[src/rtl/apb_regbank_slave.sv]
// apb_regbank_slave: APB4 register bank with byte strobes, programmable wait states, pslverr and sticky protocol-error flag
module apb_regbank_slave #(
  parameter int ADDR = 32,
  parameter int DATA = 32,
  parameter int NUM_REGS = 16,
  parameter int BASE_ADDR = 0,
  parameter int PRIV_REGS = 1,
  parameter logic [DATA-1:0] RESET_VAL = '0
) (
  input  logic                     system_clock,
  input  logic                     reset,
  input  logic                     psel,
  input  logic                     penable,
  input  logic                     pwrite,
  input  logic [ADDR-1:0]          paddr,
  input  logic [DATA-1:0]          pwdata,
  input  logic [DATA/8-1:0]        pstrb,
  input  logic [2:0]               pprot,
  input  logic [3:0]               wait_cfg,
  output logic [DATA-1:0]          prdata,
  output logic                     pready,
  output logic                     pslverr,
  output logic                     prot_err,
  output logic [NUM_REGS*DATA-1:0] reg_q
);
  localparam int IW = NUM_REGS > 1 ? $clog2(NUM_REGS) : 1;
  localparam logic [ADDR-1:0] BA = ADDR'(BASE_ADDR);
  localparam logic [ADDR-1:0] NR = ADDR'(NUM_REGS);
  localparam logic [ADDR-1:0] PR = ADDR'(PRIV_REGS);
  typedef enum logic {IDLE, ACCESS} state_t;
  state_t state;
  logic [3:0] cnt;
  logic [ADDR-1:0] a_addr, d_addr, off;
  logic [DATA-1:0] a_wdata, rd_val;
  logic [DATA/8-1:0] a_strb;
  logic a_write, a_prot, d_write, d_prot, dec_err, violation;
  logic [IW-1:0] dec_idx;
  logic [DATA-1:0] regs [NUM_REGS];
  logic unused_prot;
  assign unused_prot = ^pprot[2:1];
  // Decode the live bus during setup and the latched request during access.
  always_comb begin
    d_addr = state == ACCESS ? a_addr : paddr;
    d_write = state == ACCESS ? a_write : pwrite;
    d_prot = state == ACCESS ? a_prot : pprot[0];
    off = d_addr - BA;
    dec_err = (|d_addr[1:0]) || d_addr < BA || (off >> 2) >= NR || ((off >> 2) < PR && !d_prot);
    dec_idx = IW'(off >> 2);
    rd_val = (dec_err || d_write) ? '0 : regs[dec_idx];
    violation = state == IDLE ? penable
              : ((!pready && !psel) || paddr != a_addr || pwrite != a_write || pwdata != a_wdata);
  end
  always_ff @(posedge system_clock) begin
    if (reset) begin
      state <= IDLE;
      cnt <= '0;
      pready <= 1'b0;
      pslverr <= 1'b0;
      prdata <= '0;
      prot_err <= 1'b0;
      a_addr <= '0;
      a_write <= 1'b0;
      a_wdata <= '0;
      a_strb <= '0;
      a_prot <= 1'b0;
      for (int i = 0; i < NUM_REGS; i++) regs[i] <= RESET_VAL;
    end else if (violation) begin
      prot_err <= 1'b1;
      state <= IDLE;
      pready <= 1'b0;
      pslverr <= 1'b0;
      prdata <= '0;
    end else if (state == IDLE) begin
      if (psel) begin
        state <= ACCESS;
        a_addr <= paddr;
        a_write <= pwrite;
        a_wdata <= pwdata;
        a_strb <= pstrb;
        a_prot <= pprot[0];
        cnt <= wait_cfg;
        pready <= wait_cfg == 4'd0;
        pslverr <= wait_cfg == 4'd0 && dec_err;
        prdata <= wait_cfg == 4'd0 ? rd_val : '0;
      end
    end else if (pready) begin
      state <= IDLE;
      pready <= 1'b0;
      pslverr <= 1'b0;
      prdata <= '0;
      if (a_write && !dec_err)
        for (int b = 0; b < DATA/8; b++)
          if (a_strb[b]) regs[dec_idx][b*8 +: 8] <= a_wdata[b*8 +: 8];
    end else begin
      cnt <= cnt - 4'd1;
      pready <= cnt == 4'd1;
      pslverr <= cnt == 4'd1 && dec_err;
      prdata <= cnt == 4'd1 ? rd_val : '0;
    end
  end
  for (genvar g = 0; g < NUM_REGS; g++) assign reg_q[g*DATA +: DATA] = regs[g];
endmodule
[config.mk]
export PLATFORM = sky130hd
export DESIGN_NAME = apb_regbank_slave
export DESIGN_NICKNAME = d
export VERILOG_FILES = /design/src/rtl/apb_regbank_slave.sv
export SDC_FILE = /design/constraint.sdc
export NUM_CORES = 1
export LEC_CHECK = 0
export BUFFER_PORTS_ARGS = -buffer_cell sky130_fd_sc_hd__buf_2
export CAP_MARGIN = 20
export CORE_MARGIN = 8
export CORE_UTILIZATION = 48
export DETAILED_ROUTE_END_ITERATION = 10
export GPL_TIMING_DRIVEN = 0
export PLACE_DENSITY = 0.71
export SETUP_SLACK_MARGIN = 0.15
export SLEW_MARGIN = 20
export SYNTH_ARGS = -nofsm -noshare
export SYNTH_HDL_FRONTEND = slang
export SYNTH_SLANG_ARGS = --single-unit
[constraint.sdc]
create_clock -name system_clock -period 5 [get_ports system_clock]
set_input_delay 0 -clock system_clock [delete_from_list [all_inputs] [get_ports system_clock]]
set_output_delay 0 -clock system_clock [all_outputs]
set_load 0.01 [all_outputs]
* After elaboration in Yosys (flattened, before gate mapping) *
Memory sizes are Yosys's and may differ from the RTL's.
Cells that the tools add are included.

storage, ports and cells
  register bits after elaboration = 110
  RAM bits = 512
  memories = 1

memories
  memory  depth  bits a word  read ports  clocked after Yosys merged registers in  wr ports  RTL line  RTL
  regs    16     32           17          0                                        16        38        logic [DATA-1:0] regs [NUM_REGS];

cells by class
  add/subtract/negate cells = 1
  magnitude comparators = 3
  equality and inequality tests = 5
  mux-type cells = 55
  bitwise operators = 2
  reduce and logical (&&, ||, !) cells = 23

operators with widths
  operator                                                     number
  two-way mux 32 bit                                           8
  inequality test 32 bit                                       2
  two-way mux 1 bit                                            42
  less-than comparator 32 x 1 -> 1 bit, second input constant  1
  OR reduction 32 bit                                          1
  >= comparator 30 x 5 -> 1 bit, second input constant         1
  less-than comparator 30 x 1 -> 1 bit, second input constant  1
  two-way mux 4 bit                                            5
  logical OR 1 bit                                             7
  AND reduction 3 bit                                          2
  logical AND 1 bit                                            5
  == test 4 x 1 -> 1 bit, second input constant                1
  zero test 1 bit                                              4
  zero test 4 bit                                              1
  OR reduction 2 bit                                           2
  subtractor 4 x 1 -> 4 bit, second input constant             1
  inequality test 2 bit, second input constant                 1
  inverter 1 bit                                               2
  nonzero test 2 bit                                           1
  inequality test 1 bit                                        1

* Longest topological paths before layout *
Gate-level depths: netlist (run 1).

  depth in word-level cells = 15
  depth in mapped cells = 11

* Worst setup path after synthesis (run 1) *
Ideal clock, no wire load.

  kind = reg-to-reg
  start point = reg a_wdata[8]
  end point = mem regs[12][0], enable pin
  data arrival time = 2889 ps
  data required time = 4613 ps
  path slack = 1725 ps
  cell stages (with the launch flop) = 10
  cell sequence = dfxtp_1 -> nor2b_4 -> a2111o_1 -> or3_1 -> nor4_2 -> a21oi_1 -> buf_2 -> buf_2 -> clkbuf_1 -> o31ai_1

RTL lines
  item                    RTL line  RTL
  from (decl)             34        logic [DATA-1:0] a_wdata, rd_val;
  from (signal assigned)  78        a_wdata <= pwdata;
  to (decl)               38

==> results.sh, run 1 <==
export IMPL_grt_total_usage_pct=45.59
export IMPL_synth_cell_area_um2=29990
export IMPL_start_util_pct=48.59
export IMPL_critical_path_cell_chain="xor2_1, nor4_1, nand4_1, nor4_2, a21oi_1, buf_2, buf_2, clkbuf_1, o31ai_2"
export IMPL_min_period_ps=4878
export IMPL_cpMaxStageDelayCell="o31ai_2"
export IMPL_synth_enable_flop_cells=512
export IMPL_stdcell_count=4334
export IMPL_cts_buffers=70
export IMPL_maxCapViolCount=0
export IMPL_endpoint_kind="register"
export IMPL_pin_count=627
export IMPL_antenna_found_initial=5
export IMPL_drive_gt1_share_pct=25.26
export IMPL_fmax_mhz=205.0
export IMPL_wl_um=168300
export IMPL_dieWidth_um=265.9
export IMPL_grt_pass1_wl_um=227600
export IMPL_setup_viol=0
export IMPL_coreArea_um2=61710
export IMPL_fin_util_pct=60.35
export IMPL_worst_path_most_repeated_cell="buf_2"
export IMPL_n_fill_cell=5253
export IMPL_drv_slew=0
export IMPL_final_hold_viol_count=0
export IMPL_postRouteAntennaNets=0
export IMPL_intPower_mw=9.059
export IMPL_power_density_nw_per_um2=341.8
export IMPL_path_clk_slew_ps=60
export IMPL_path_class="register to register"
export IMPL_hp_class="primary input to register"
export IMPL_place_ws_ps=291.4
export IMPL_p_sw_share_pct=28.84
export IMPL_synthArstFlopShare_pct=0
export IMPL_post_cts_setup_buffers=0
export IMPL_placed_area_um2=34320
export IMPL_fin_skew_ps=20.57
export IMPL_dp_hpwl_um=132200
export IMPL_status="finished clean"
export IMPL_die_y_um=265.9
export IMPL_cts_sinks=622
export IMPL_syn_to_final_growth_pct=24.20
export IMPL_hold_slack_ps=124.9
export IMPL_p_leak_nw=13.82
export IMPL_grt_ovfl_total=0
export IMPL_row_count=91
export IMPL_avgSynthCellArea_um2=11.28
export IMPL_syn_nets=2740
export IMPL_die_area_um2=70720
export IMPL_routedWlPerCell_um=38.83
export IMPL_clock_root_buffer="clkbuf_16"
export IMPL_cts_max_level=3
export IMPL_grt_max_degree=14
export IMPL_drt_iter0_markers=5408
export IMPL_placed_cells=4128
export IMPL_ys_ff_latch=622
export IMPL_r2r_slack_ps=120
export IMPL_num_vias=30710
export IMPL_grt_pass1_vias=29280
export IMPL_worstPathRequired_ps=5240
export IMPL_io_buffers=623
export IMPL_drc=0
export IMPL_start_kind="register"
export IMPL_max_vdd_ir_drop_mv=0.2304
export IMPL_place_gp_congestion=1.071
export IMPL_ys_warnings_count=0
export IMPL_dr_pass1_iters=8
export IMPL_cp_max_fo=10
export IMPL_stdcell_area_um2=37240
export IMPL_vias_per_cell=7.085
export IMPL_power_share_clock_pct=39.3
export IMPL_post_route_period_util_pct=97.55
export IMPL_maxSlewHeadroom_pct=16.16
export IMPL_p_switching_mw=3.671
export IMPL_p_comb_share_pct=13.8
export IMPL_rsz0062_at_grt="false"
export IMPL_synth_cell_types=56
export IMPL_seqPwrFrac_pct=46.9
export IMPL_synth_cells=2658
export IMPL_cts_tree="done"
export IMPL_cp_arrival_ps=5120
export IMPL_cts_buffer_depth=3
export IMPL_tightest_slew_ps=1258
export IMPL_synthFlopType="edfxtp_1"
export IMPL_cpPeakStageDelay_ps=1020
export IMPL_finalWorstSetupSlack_ps=122.5
export IMPL_seq_area_frac_synth_pct=58.62
export IMPL_final_net_count=3523
export IMPL_clk_latency_ps=630
[cell families (layout without fill, tap and decap cells)]
group,count (synthesis),count (layout),synth area share [%]
buf+inv,361,1195,4.840
xor+xnor,56,56,1.636
simple gates,1063,1063,19.06
flops,622,622,58.62
compound gates,371,371,8.838
other cells,0,5,0
mux,183,183,6.922
fa+ha+maj,2,2,0.08344
[metrics by stage]
stage                     setup TNS, ps  power (mW)
after global placement            -4746       7.638
after detailed placement              0       7.668
after CTS                             0       12.53
final                                 0       12.73
after global routing                  0       12.84
after floorplan                       0       6.774
[power groups by stage]
stage                     combinational [mW]  clock [mW]  sequential, mW
after floorplan                        0.738           0            6.04
after global placement                  1.58           0            6.06
after detailed placement                1.61           0            6.06
after CTS                               1.66        4.92            5.95
after global routing                    1.76        5.11            5.97
final                                   1.76        5.00            5.97
[registers in the layout (all words and copies together), names as in the netlist]
register	count
a_prot	1
prot_err	1
a_write	1
a_strb	4
cnt	4
state	1
pready	1
regs	512
pslverr	1
a_wdata	32
a_addr	32
prdata	32
[worst paths after layout]
path / start / cells after the start / end
setup / recovery: a_wdata[18]$_SDFFE_PP0P_ / 9 / regs[4][17]$_SDFFCE_PN0P_
hold / removal: psel / 4 / cnt[2]$_SDFFE_PP0P_
setup reg to reg: a_wdata[18]$_SDFFE_PP0P_ / 9 / regs[4][17]$_SDFFCE_PN0P_
hold reg to reg: prdata[26]$_SDFFE_PP0P_ / 2 / prdata[26]$_SDFFE_PP0P_
[layout make-up]
| cell class | instances | area [um2] | share of cell area, % |
|---|---|---|---|
| tap | 837 | 1047 | 2.812 |
| antenna | 5 | 12.51 | 0.03360 |
| timing repair buffer | 711 | 3975 | 10.67 |
| sequential | 622 | 17580 | 47.20 |
| inverter | 10 | 37.54 | 0.1008 |
| multi-input combinational | 1675 | 11050 | 29.68 |
| clock inverter | 21 | 126.4 | 0.3393 |
| buffer | 351 | 1418 | 3.806 |
| clock buffer | 102 | 1997 | 5.362 |
[cell usage after synthesis, types with 14 or more instances]
library cell  number  area, um2
a211oi_1          65      488.0
a21oi_1          106      530.5
a311oi_1          32      280.3
a31oi_1           16      100.1
a41o_1            48      480.5
and2_1            60      375.4
and3_1            16      100.1
buf_2             71      355.3
clkbuf_1         272       1021
dfxtp_1          110       2202
edfxtp_1         512      15370
mux2_2            35      394.1
mux2i_1          132       1321
mux4_2            16      360.4
nand2_1          356       1336
nand2b_1          14      87.58
nor2_1            23      86.33
nor3_1            14      70.07
nor4_1           533       3334
o2111ai_1         19      166.4
o21ai_0           19      95.09
o22ai_1           20      125.1
o31ai_1           32      240.2
xor2_1            52      455.4
[what timing repair did]
item / in CTS / in global routing
hold buffers: 77 / 0
gates resized for setup: 0 / 0
hold endpoints to repair: 76 / 0
[layout by cell type (no fill, tap or decap), drive strengths merged, types with 5 or more instances in the layout]
master and instances:
nand2b 14, clkinv 18, o31ai 32, nor4 534, o21ai 19, and2 65, mux2i 132, buf 713
nor2b 6, diode 5, edfxtp 512, a41o 48, inv 11, a311oi 32, a31oi 16, dlygate4sd3 77
nor2 23, clkbuf 374, and3 16, o22ai 20, nor3 14, a21oi 106, dfxtp 110, nand3 6
nand2 356, mux4 16, xor2 52, mux2 35, a211oi 65, nand4 5, or3 7, o2111ai 19
[critical path: cells and delay by family, from the launching register on]
family	cells	cell delay, ps
AO/OA/AOI/OAI	2	1360
XOR/XNOR	1	120
buffers and inverters	3	1160
flip-flops	1	530
AND/OR/NAND/NOR	3	1310
[layer usage]
layer  global-route usage, %  up-vias  routed length (um)
met2                   69.05     3086               72780
li1                        -    11990                   -
met1                   52.97    14910               54900
met5                       0        -                  65
met4                   33.04        8               15150
met3                   17.00      719               25400
(Power assumes the default switching activity.)
==> inputs of run 2 (changes only) <==
--- a/config.mk
+++ b/config.mk
@@ -12,6 +12,7 @@
 export DETAILED_ROUTE_END_ITERATION = 10
 export GPL_TIMING_DRIVEN = 0
 export PLACE_DENSITY = 0.71
+export REMOVE_ABC_BUFFERS = 1
 export SETUP_SLACK_MARGIN = 0.15
 export SLEW_MARGIN = 20
 export SYNTH_ARGS = -nofsm -noshare
==> run 2 against run 1 <==
  * Sequential share of layout area fell by 1.4 points
  * Clock skew rose by 4.1 ps
  * Final cell count fell by 5.1%
  * Setup slack improved by 150 ps
  * Via count fell by 10%
  * Hold slack improved by 120 ps
  * Clock-buffer cell count fell by 12
  * Largest cell class unchanged
==> results.sh, run 2 (synthesis gave the netlist of run 1 again) <==
export IMPL_stdcell_count=4111
export IMPL_io_buffers=624
export IMPL_row_count=91
export IMPL_coreArea_um2=61710
export IMPL_grt_ovfl_total=0
export IMPL_drc=0
export IMPL_p_leak_nw=14.50
export IMPL_dp_hpwl_um=86710
export IMPL_cp_arrival_ps=5040
export IMPL_pin_count=627
export IMPL_rsz0062_at_grt="false"
export IMPL_layout_commonest_cell="buf_2"
export IMPL_multi_input_area_um2=11240
export IMPL_cts_max_level=3
export IMPL_p_sw_share_pct=26.59
export IMPL_seqPwrFrac_pct=46.4
export IMPL_largest_reg_flops=512
export IMPL_postRouteAntennaNets=0
export IMPL_placed_cells=3859
export IMPL_path_clk_slew_ps=60
export IMPL_max_vdd_ir_drop_mv=0.2737
export IMPL_p_switching_mw=3.389
export IMPL_cp_max_fo=31
export IMPL_status="finished clean"
export IMPL_syn_to_final_growth_pct=28.14
export IMPL_dr_wl_met3_um=14110
export IMPL_endpoint_kind="register"
export IMPL_final_net_count=3289
export IMPL_tightest_slew_ps=921.5
export IMPL_clk_latency_ps=610
export IMPL_worstPathRequired_ps=5310
export IMPL_dieWidth_um=265.9
export IMPL_die_area_um2=70720
export IMPL_antenna_found_initial=11
export IMPL_highest_layer="met5"
export IMPL_cts_buffers=68
export IMPL_finalWorstSetupSlack_ps=270.9
export IMPL_fin_util_pct=62.27
export IMPL_clock_root_buffer="clkbuf_16"
export IMPL_place_ws_ps=121.3
export IMPL_maxSlewHeadroom_pct=38.48
export IMPL_vias_per_cell=6.707
export IMPL_post_cts_setup_buffers=0
export IMPL_fmax_mhz=211.5
export IMPL_hp_class="primary input to register"
export IMPL_dr_pass1_iters=6
export IMPL_timing_setup_tns_ps=0
export IMPL_start_util_pct=48.59
export IMPL_seqCellArea_um2=17580
export IMPL_setup_viol=0
export IMPL_intPower_mw=9.358
export IMPL_drive_gt1_share_pct=27.77
export IMPL_min_period_ps=4729
export IMPL_path_class="register to register"
export IMPL_post_route_period_util_pct=94.58
export IMPL_hold_slack_ps=249.6
export IMPL_place_gp_congestion=0.9186
export IMPL_power_mw=12.75
export IMPL_cts_sinks=622
export IMPL_grt_max_degree=96
export IMPL_power_share_clock_pct=40.2
export IMPL_num_vias=27570
export IMPL_wl_met2_um=59120
export IMPL_final_cell_mix="buf_2, nor4_1, edfxtp_1"
export IMPL_wl_met1_um=45870
export IMPL_stdcell_area_um2=38430
export IMPL_drv_slew=0
export IMPL_regMostFlops="regs"
export IMPL_grt_pass1_vias=26810
export IMPL_cts_tree="done"
export IMPL_power_density_nw_per_um2=331.7
export IMPL_cts_buffer_depth=3
export IMPL_start_kind="register"
export IMPL_wl_um=126500
export IMPL_routedWlPerCell_um=30.76
export IMPL_grt_total_usage_pct=34.17
export IMPL_fin_skew_ps=24.64
export IMPL_grt_pass1_wl_um=182200
export IMPL_n_fill_cell=4825
export IMPL_final_hold_viol_count=0
export IMPL_placed_area_um2=35010
export IMPL_p_comb_share_pct=13.3
export IMPL_maxCapViolCount=0
export IMPL_drt_iter0_markers=3838
export IMPL_die_y_um=265.9
-- run 2: layout make-up --
type	count	area share (%)
multi-input cells	1675	29.25
clock buffers	90	4.806
well taps	837	2.725
diodes	12	0.07815
inverters	10	0.09768
flip-flops and latches	622	45.75
clock inverters	35	0.9703
repair buffers	830	16.32
-- run 2: worst paths after layout --
check	start	endpoint	slack, ps	cells after the start
worst min register to register	prdata[4]$_SDFFE_PP0P_	prdata[4]$_SDFFE_PP0P_	450	2
worst max register to register	a_addr[24]$_SDFFE_PP0P_	regs[8][31]$_SDFFCE_PN0P_	270	14
worst min-delay path	paddr[13]	a_addr[13]$_SDFFE_PP0P_	250	4
worst max-delay path	a_addr[24]$_SDFFE_PP0P_	regs[8][31]$_SDFFCE_PN0P_	270	14
-- run 2: critical path, stage by stage, from the launching register on --
cell     delay (ps)
dfxtp_1         340
xnor2_1         390
nand4_1         290
or4_1           550
nor3_1          420
a21oi_4         300
buf_16          260
buf_16          170
buf_16          180
buf_16          180
buf_16          180
buf_16          180
buf_16          180
o31ai_2         510
buf_4           260
-- run 2: power by group through the flow --
stage | registers [mW] | clock network, mW | logic, mW
6_report | 5.92 | 5.13 | 1.70
2_1_floorplan | 6.05 | 0 | 0.675
4_1_cts | 5.91 | 5.12 | 1.67
3_3_place_gp | 6.02 | 0 | 1.39
3_5_place_dp | 6.02 | 0 | 1.58
5_1_grt | 5.93 | 5.32 | 1.77
-- run 2: what timing repair did --
| item | in CTS | in global routing |
|---|---|---|
| resized for setup | 3 | 1 |
| hold buffers | 115 | 0 |
| setup endpoints to repair | 8 | 143 |
| endpoints found under the hold margin | 102 | 0 |
-- run 2: per-layer routing --
layer / global-route usage (%) / vias to the layer above
met4: 17.83 / 6
met2: 54.69 / 2194
met1: 43.43 / 13380
li1: - / 11550
met3: 7.464 / 446
met5: 0 / -
